--- src/rtl/vga_frame_scanout.sv ---
// vga_frame_scanout: scans a stored RGB444 frame out as a centred, padded VGA raster.
// Ports: clk_p/rst, all_ready, r_addr/r_data frame-memory read, vga_r/g/b, hsync/vsync, frame_start.
// Optional macro FRAME_BORDER_EN draws a 1-pixel white border around the image window.
module vga_frame_scanout #(
    parameter int DATA_WIDTH = 12,
    parameter int ADDR_WIDTH = 19,
    parameter int IMG_W      = 400,
    parameter int IMG_H      = 300,
    parameter int H_VIS      = 640,
    parameter int H_FP       = 16,
    parameter int H_SYNC     = 96,
    parameter int H_BP       = 48,
    parameter int V_VIS      = 480,
    parameter int V_FP       = 10,
    parameter int V_SYNC     = 2,
    parameter int V_BP       = 33,
    parameter int CLK_DIV    = 4
) (
    input  logic                  clk_p,
    input  logic                  rst,
    input  logic                  all_ready,
    output logic [ADDR_WIDTH-1:0] r_addr,
    input  logic [DATA_WIDTH-1:0] r_data,
    output logic [3:0]            vga_r,
    output logic [3:0]            vga_g,
    output logic [3:0]            vga_b,
    output logic                  hsync,
    output logic                  vsync,
    output logic                  frame_start
);

    localparam int H_TOT = H_VIS + H_FP + H_SYNC + H_BP;
    localparam int V_TOT = V_VIS + V_FP + V_SYNC + V_BP;
    localparam int HW    = $clog2(H_TOT);
    localparam int VW    = $clog2(V_TOT);
    localparam int DW    = $clog2(CLK_DIV);
    localparam int X0    = (H_VIS - IMG_W) / 2;
    localparam int Y0    = (V_VIS - IMG_H) / 2;

    localparam logic [DW-1:0] DIV_LAST = DW'(CLK_DIV - 1);
    localparam logic [HW-1:0] H_LAST   = HW'(H_TOT - 1);
    localparam logic [VW-1:0] V_LAST   = VW'(V_TOT - 1);
    localparam logic [HW-1:0] HS_BEG   = HW'(H_VIS + H_FP);
    localparam logic [HW-1:0] HS_END   = HW'(H_VIS + H_FP + H_SYNC - 1);
    localparam logic [VW-1:0] VS_BEG   = VW'(V_VIS + V_FP);
    localparam logic [VW-1:0] VS_END   = VW'(V_VIS + V_FP + V_SYNC - 1);
    localparam logic [HW-1:0] X_BEG    = HW'(X0);
    localparam logic [HW-1:0] X_END    = HW'(X0 + IMG_W - 1);
    localparam logic [VW-1:0] Y_BEG    = VW'(Y0);
    localparam logic [VW-1:0] Y_END    = VW'(Y0 + IMG_H - 1);
    localparam logic [ADDR_WIDTH-1:0] ADDR_MAX =
        ADDR_WIDTH'(IMG_W * IMG_H - 1);

    typedef enum logic [1:0] {
        IDLE,
        SCAN,
        DRAIN
    } state_t;

    state_t                  state;
    logic [DW-1:0]           div;
    logic [HW-1:0]           hcnt;
    logic [VW-1:0]           vcnt;
    logic [ADDR_WIDTH-1:0]   addr_cnt;
    logic                    in_img_d;
    logic                    hs_d;
    logic                    vs_d;
    logic [DATA_WIDTH-1:0]   pix_nxt;

    logic tick;
    logic h_last;
    logic v_last;
    logic at_origin;
    logic in_img;
    logic go_idle;

    assign tick      = (state != IDLE) && (div == DIV_LAST);
    assign h_last    = (hcnt == H_LAST);
    assign v_last    = (vcnt == V_LAST);
    assign at_origin = (hcnt == '0) && (vcnt == '0);
    assign in_img    = (hcnt >= X_BEG) && (hcnt <= X_END) &&
                       (vcnt >= Y_BEG) && (vcnt <= Y_END);
    // Leaving DRAIN for IDLE reuses the reset path so the
    // half-flushed pipeline is discarded in one step.
    assign go_idle   = (state == DRAIN) && tick &&
                       h_last && v_last && !all_ready;

`ifdef FRAME_BORDER_EN
    localparam logic [HW-1:0] BX_L = HW'(X0 - 1);
    localparam logic [HW-1:0] BX_R = HW'(X0 + IMG_W);
    localparam logic [VW-1:0] BY_T = VW'(Y0 - 1);
    localparam logic [VW-1:0] BY_B = VW'(Y0 + IMG_H);

    logic on_brd;
    logic brd_d;

    assign on_brd =
        ((hcnt == BX_L || hcnt == BX_R) &&
         vcnt >= BY_T && vcnt <= BY_B) ||
        ((vcnt == BY_T || vcnt == BY_B) &&
         hcnt >= BX_L && hcnt <= BX_R);
`endif

    // Colour is only released while scanning; leaving SCAN
    // blanks the very next pixel even if it was already fetched.
    always_comb begin
        pix_nxt = '0;
        if (state == SCAN) begin
            if (in_img_d) begin
                pix_nxt = r_data;
            end
`ifdef FRAME_BORDER_EN
            else if (brd_d) begin
                pix_nxt = '1;
            end
`endif
        end
    end

    always_ff @(posedge clk_p) begin
        if (rst || go_idle) begin
            state       <= IDLE;
            div         <= '0;
            hcnt        <= '0;
            vcnt        <= '0;
            addr_cnt    <= '0;
            r_addr      <= '0;
            in_img_d    <= 1'b0;
            hs_d        <= 1'b1;
            vs_d        <= 1'b1;
            vga_r       <= '0;
            vga_g       <= '0;
            vga_b       <= '0;
            hsync       <= 1'b1;
            vsync       <= 1'b1;
            frame_start <= 1'b0;
`ifdef FRAME_BORDER_EN
            brd_d       <= 1'b0;
`endif
        end else begin
            frame_start <= 1'b0;

            unique case (state)
                IDLE:    if (all_ready) state <= SCAN;
                SCAN:    if (!all_ready) state <= DRAIN;
                DRAIN:   if (tick && h_last && v_last)
                             state <= SCAN;
                default: state <= IDLE;
            endcase

            if (state != IDLE) begin
                div <= tick ? '0 : div + DW'(1);
            end

            if (tick) begin
                hcnt <= h_last ? '0 : hcnt + HW'(1);
                if (h_last) begin
                    vcnt <= v_last ? '0 : vcnt + VW'(1);
                end

                // Running address instead of a row*width product;
                // r_addr only moves on image pixels.
                if (at_origin) begin
                    addr_cnt <= '0;
                end else if (in_img) begin
                    r_addr <= addr_cnt;
                    if (addr_cnt != ADDR_MAX) begin
                        addr_cnt <= addr_cnt + ADDR_WIDTH'(1);
                    end
                end

                in_img_d <= in_img && (state == SCAN);
                hs_d     <= !(hcnt >= HS_BEG && hcnt <= HS_END);
                vs_d     <= !(vcnt >= VS_BEG && vcnt <= VS_END);
`ifdef FRAME_BORDER_EN
                brd_d    <= on_brd && (state == SCAN);
`endif

                vga_r <= pix_nxt[11:8];
                vga_g <= pix_nxt[7:4];
                vga_b <= pix_nxt[3:0];
                hsync <= hs_d;
                vsync <= vs_d;

                frame_start <= (state == SCAN) && at_origin;
            end
        end
    end

endmodule

--- config.mk ---
export PLATFORM = sky130hd
export DESIGN_NAME = vga_frame_scanout
export DESIGN_NICKNAME = d
export VERILOG_FILES = /design/src/rtl/vga_frame_scanout.sv
export SDC_FILE = /design/constraint.sdc
export NUM_CORES = 1
export LEC_CHECK = 0
export ABC_AREA = 1
export BUFFER_PORTS_ARGS = -buffer_cell sky130_fd_sc_hd__buf_2
export CORE_UTILIZATION = 54
export DETAILED_ROUTE_END_ITERATION = 10
export HOLD_SLACK_MARGIN = 0.06
export PLACE_DENSITY = 0.74
export SLEW_MARGIN = 20
export SYNTH_ARGS = -nofsm -noshare
export SYNTH_HDL_FRONTEND = slang
export SYNTH_SLANG_ARGS = --single-unit
--- constraint.sdc ---
create_clock -name clk_p -period 5.6 [get_ports clk_p]
set_clock_uncertainty 0.2 [all_clocks]
set_input_delay 0.56 -clock clk_p [delete_from_list [all_inputs] [get_ports clk_p]]
set_output_delay 0.56 -clock clk_p [all_outputs]
set_load 0.1 [all_outputs]
-- After elaboration in Yosys (flattened, before gate mapping)
Cells that the tools add are included.
- multipliers: 0
- $add $sub $neg: 4
- reduce and logical (&&, ||, !) cells: 30
- shift-type cells: 0
- $lt $le $gt $ge: 8
- equality and inequality tests: 9
- mux-type cells: 12
- bitwise logic cells: 2
- divide/modulo/power cells: 0
- operator list (cell ; number):
    19-bit 2-to-1 mux ; 3
    12-bit 2-to-1 mux ; 2
    10-bit by 1-bit adder with 10-bit output, second input constant ; 2
    10-bit equality test, second input constant ; 2
    10-bit by 7-bit greater-or-equal comparator with 1-bit output, second input constant ; 2
    10-bit <= comparator, second input constant ; 2
    10-bit by 9-bit <= comparator with 1-bit output, second input constant ; 2
    10-bit zero test ; 2
    10-bit 2-to-1 mux ; 2
    19-bit by 1-bit adder with 19-bit output, second input constant ; 1
    19-bit by 17-bit inequality test with 1-bit output, second input constant ; 1
    1-bit logical AND ; 15
    10-bit greater-or-equal comparator, second input constant ; 1
    10-bit by 9-bit greater-or-equal comparator with 1-bit output, second input constant ; 1
    3-bit AND reduction ; 3
    2-bit 2-to-1 mux ; 4
    2-bit one-hot mux with 3 select lines ; 1
    2-bit nonzero test ; 3
    2-bit equality test, second input constant ; 2
    2-bit inequality test, second input constant ; 2
    1-bit zero test ; 3
    2-bit by 1-bit adder with 2-bit output, second input constant ; 1
    2-bit by 1-bit equality test with 1-bit output, second input constant ; 1
    2-bit zero test ; 1
    other kinds (5) ; 6
- memories: 0
- memory bits (read-only): 0
- bits in writable memories: 0
- register bits after elaboration: 80
- bits in latches: 0

-- Depth between registers and ports, before layout
- depth after elaboration: 8
- mapped depth: 14

-- Worst setup path after synthesis
OpenSTA, ideal clock, no wires.
- kind: register -> register
- start: register addr_cnt[0]
- end: register addr_cnt[12]
- path slack: 3.587 ns
- required time: 5.287 ns
- arrival time: 1.700 ns
- stages on the path, launching flop included: 12
- path buffers: 1
- path through: dfxtp_1 ha_1 nand2_1 nor2_4 nand2_2 nor2_2 nand3_2 nand4_4 nand2_4 buf_8 nor2_1 nor2_1
- cells in the longest elaborated chain, start to end: 4
- elaborated cells on any way between the ends: 7
- ends and longest elaborated chain (element ; line ; text):
    start: declaration ; 64 ; logic [ADDR_WIDTH-1:0] addr_cnt;
    start signal: assignment ; 168 ; addr_cnt <= addr_cnt + ADDR_WIDTH'(1);
    19-bit by 1-bit adder with 19-bit output ; 168 ;
    19-bit 2-to-1 mux ; 167 ; if (addr_cnt != ADDR_MAX) begin
    19-bit 2-to-1 mux ; 165 ; end else if (in_img) begin
    19-bit 2-to-1 mux ; 163 ; if (at_origin) begin
Several ways; a longest one is shown, not always the timed one. The select of a mux whose other input is x is not followed.
A chain may end at the register's enable or synchronous reset.

-- Worst setup path after layout
- start: register vcnt[0]
- end: register in_img_d
- cells in the longest elaborated chain, start to end: 4
- elaborated cells on any way between the ends: 9
- ends and longest elaborated chain (element ; line ; text):
    start: declaration ; 63 ; logic [VW-1:0] vcnt;
    start signal: assignment ; 158 ; vcnt <= v_last ? '0 : vcnt + VW'(1);
    10-bit by 7-bit greater-or-equal comparator with 1-bit output / 10-bit equality test (equally long branches) ; 82, 79 ;
    1-bit logical AND, on equally long branches ; 81, 86 ;
    1-bit logical AND, on equally long branches ; 82, 86 ;
    1-bit logical AND / 1-bit logical OR (equally long branches) ; 172, 121 ;
    end signal: assignment ; 172 ; in_img_d <= in_img && (state == SCAN);
    end: declaration ; 65 ; logic in_img_d;
Several ways; a longest one is shown, not always the timed one.

==> metrics.txt <==
syn_nets=643; VDD IR max=0.0002399 V; most frequent cells in the layout=143 x nand2_1, 128 x nor2_1, 80 x dfxtp_1; Cells after Synth=619; cell mode on critical path=nand2_1; required time worst endpoint=5.68 ns; critical path cell sequence=inv_1 -> ha_1 -> nand2_1 -> nor3_1 -> nand2_1 -> nor2_4 -> a21oi_4 -> nand2_1 -> o21ai_0; Pre-antenna DRT Iters=5; EDFF count, synth=0; Post-CTS Hold Buffers=0; Final #Nets=684; H-tree depth=3; first-pass GRT wire length=17.08 mm; NetSw=0.2410 mW; Crit path largest cell delay=0.73 ns; final worst setup slack=2.925 ns; Worst setup EP type=register; clock network fraction of design power=42.2%; max cap viols=0; DIE AREA=8236 sq um; Final ANT Viol Nets=0; Setup-failing EPs final=0; clock latency on the worst-skew pair=0.35 ns; Slowest cell on crit path=a21oi_4; Hold WC Path Type=in -> reg; setup TNS=0 ns; initial detailed-routing violation count=300; CP Max Fanout=37; Clock transition at path regs=0.09 ns; IO Port Bufs=48; mean post-synth cell area=6.873 sq um; worst slack, placed=3.005 ns; synth-to-layout area growth=10.50%; Clock Sinks=80; vias per cell=5.330; All-Layer GR Usage=25.68%; Netlist Area Pre-Place=4254 sq um; Logic pwr share=2.8%; Post-Route WL=10.21 mm; drc violations=0; DIE WIDTH=90.76 microns; critical path arrival=2.75 ns; clock tree buffer depth=2; total grt overflow=0; Highest Clock Rate=373.8 MHz; Seq/Total Area, Yosys=37.65%; antenna cells=0; count of cell types in the netlist=38; core area=7447 sq um; via count=4072; largest net degree at the start of global routing=38; I/O pins=49; Routed WL per cell=13.36 microns; Top FF cell, synth=dfxtp_1; Setup crit start kind=register; CTS tree=built; GP Congestion=0.9624; RSZ-0062 raised after global routing=false; final hold violation count=0; Internal=0.8021 mW; Initial Util=57.12%; PD cells=221.9 nW/um^2; Sequential Power Share=55.0%; Async SR Flop Fraction=0%; Worst-Margin Slew=0.9277 ns; fin util=63.12%; most common cell after layout, fill and taps aside=nand2_1; Cells after DPL=748; die outline height=90.76 microns; FP Rows=31; status=completed; CTS buffer count=9; max-slew violations=0; slew margin rel.=38.02%; Final Non-Filler Cells=764; Sw Share=23.10%; CTS root buf=clkbuf_8; number of global-route vias before repair=3616; Tcrit/Tclk final=47.78%; hpwl dp=7.441 mm; #FFs+latches synth=80; Resized Gates After CTS=0; setup bufs post-CTS=0; synth warn=0; fraction of layout cells with a size suffix above 1=14.74%; Crit Path Class=reg -> reg; Leak=2.041 nW; Final min period=2.675 ns; initial antenna violation count=0
==> per-stage QoR <==
step	hold WS, ns	cell area (sq um)	total power, mW
2_1_floorplan	0.2371	4254	0.6073
3_3_place_gp	0.2488	4496	0.6155
3_5_place_dp	0.2554	4496	0.6163
4_1_cts	0.2308	4701	1.052
5_1_grt	0.2326	4701	1.078
6_report	0.2437	4701	1.043
==> metal layers <==
metal  share of wire [%]  wire length (microns)  track usage [%]  vias up
li1                    -                      -                -     2076
met1                  50                   5107            37.19     1835
met2                  42                   4267            38.32      153
met3                 7.4                    759            5.556        8
met4                0.74                     76            6.586        0
met5                   0                      0                0        -
==> worst paths after layout <==
kind | start | end | slack, ns | cells past startpoint
max | vcnt[0] | in_img_d | 2.92 | 9
min | r_data[10] | vga_r[2] | 0.24 | 3
max reg2reg | vcnt[0] | in_img_d | 2.92 | 9
min reg2reg | vga_b[1] | vga_b[1] | 0.27 | 2
==> synth_stat cells (2+ instances only) <==
| cell | count | area [sq um] |
|---|---|---|
| a211oi_1 | 2 | 15.01 |
| a21oi_1 | 32 | 160.2 |
| a21oi_2 | 4 | 35.03 |
| buf_2 | 6 | 30.03 |
| buf_4 | 4 | 30.03 |
| buf_6 | 3 | 33.78 |
| clkbuf_1 | 3 | 11.26 |
| clkbuf_2 | 2 | 10.01 |
| dfxtp_1 | 80 | 1602 |
| ha_1 | 9 | 112.6 |
| inv_1 | 46 | 172.7 |
| inv_2 | 4 | 15.01 |
| nand2_1 | 143 | 536.8 |
| nand2_2 | 8 | 50.05 |
| nand2_4 | 2 | 22.52 |
| nand3_1 | 46 | 230.2 |
| nand3_2 | 2 | 20.02 |
| nand3b_1 | 5 | 37.54 |
| nand4_1 | 10 | 62.56 |
| nor2_1 | 128 | 480.5 |
| nor2_2 | 3 | 18.77 |
| nor2_4 | 5 | 56.30 |
| nor2_8 | 2 | 40.04 |
| nor3_1 | 12 | 60.06 |
| nor3b_1 | 3 | 22.52 |
| o21ai_0 | 24 | 120.1 |
| o21ai_1 | 6 | 30.03 |
| xnor2_1 | 2 | 17.52 |
| xor2_1 | 14 | 122.6 |
==> power by group through the flow <==
stage | Combinational [mW] | Clock (mW) | Sequential, mW
floorplan | 0.0199 | 0 | 0.587
global placement | 0.0283 | 0 | 0.587
detailed placement | 0.0289 | 0 | 0.587
CTS | 0.0290 | 0.449 | 0.574
global route | 0.0327 | 0.471 | 0.575
finish | 0.0290 | 0.440 | 0.574
==> flip-flops by register name, summed over array words and instances (netlist names) <==
name         flops
div              2
in_img_d         1
hsync            1
vga_r            4
frame_start      1
vs_d             1
addr_cnt        19
vga_g            4
r_addr          19
state            2
hs_d             1
vga_b            4
vcnt            10
hcnt            10
vsync            1
==> final cells by class <==
| class | instances | area [sq um] |
|---|---|---|
| well taps | 99 | 123.9 |
| inverters | 51 | 193.9 |
| clock inverters | 5 | 63.81 |
| clock buffers | 11 | 141.4 |
| repair buffers | 49 | 247.7 |
| fillers | 720 | 2746 |
| flip-flops and latches | 80 | 1602 |
| multi-input cells | 469 | 2328 |
==> cells by family (layout without fill, tap and decap cells) <==
group	after synthesis	count (layout)	synth area share (%)
AND/OR/NAND/NOR	371	371	39.15
buffers and inverters	70	116	7.618
AO/OA/AOI/OAI	73	73	9.647
flip-flops	80	80	37.65
adder cells (fa/ha/maj)	9	9	2.647
XOR/XNOR	16	16	3.294
==> critical path, delay by kind of cell (launching register included) <==
family                   cells  cell delay (ns)
AO/OA/AOI/OAI                2             0.94
buffers and inverters        1             0.15
flip-flops                   1             0.47
adder cells (fa/ha/maj)      1             0.28
AND/OR/NAND/NOR              5             0.55
Power figures use the tool's default switching activity.
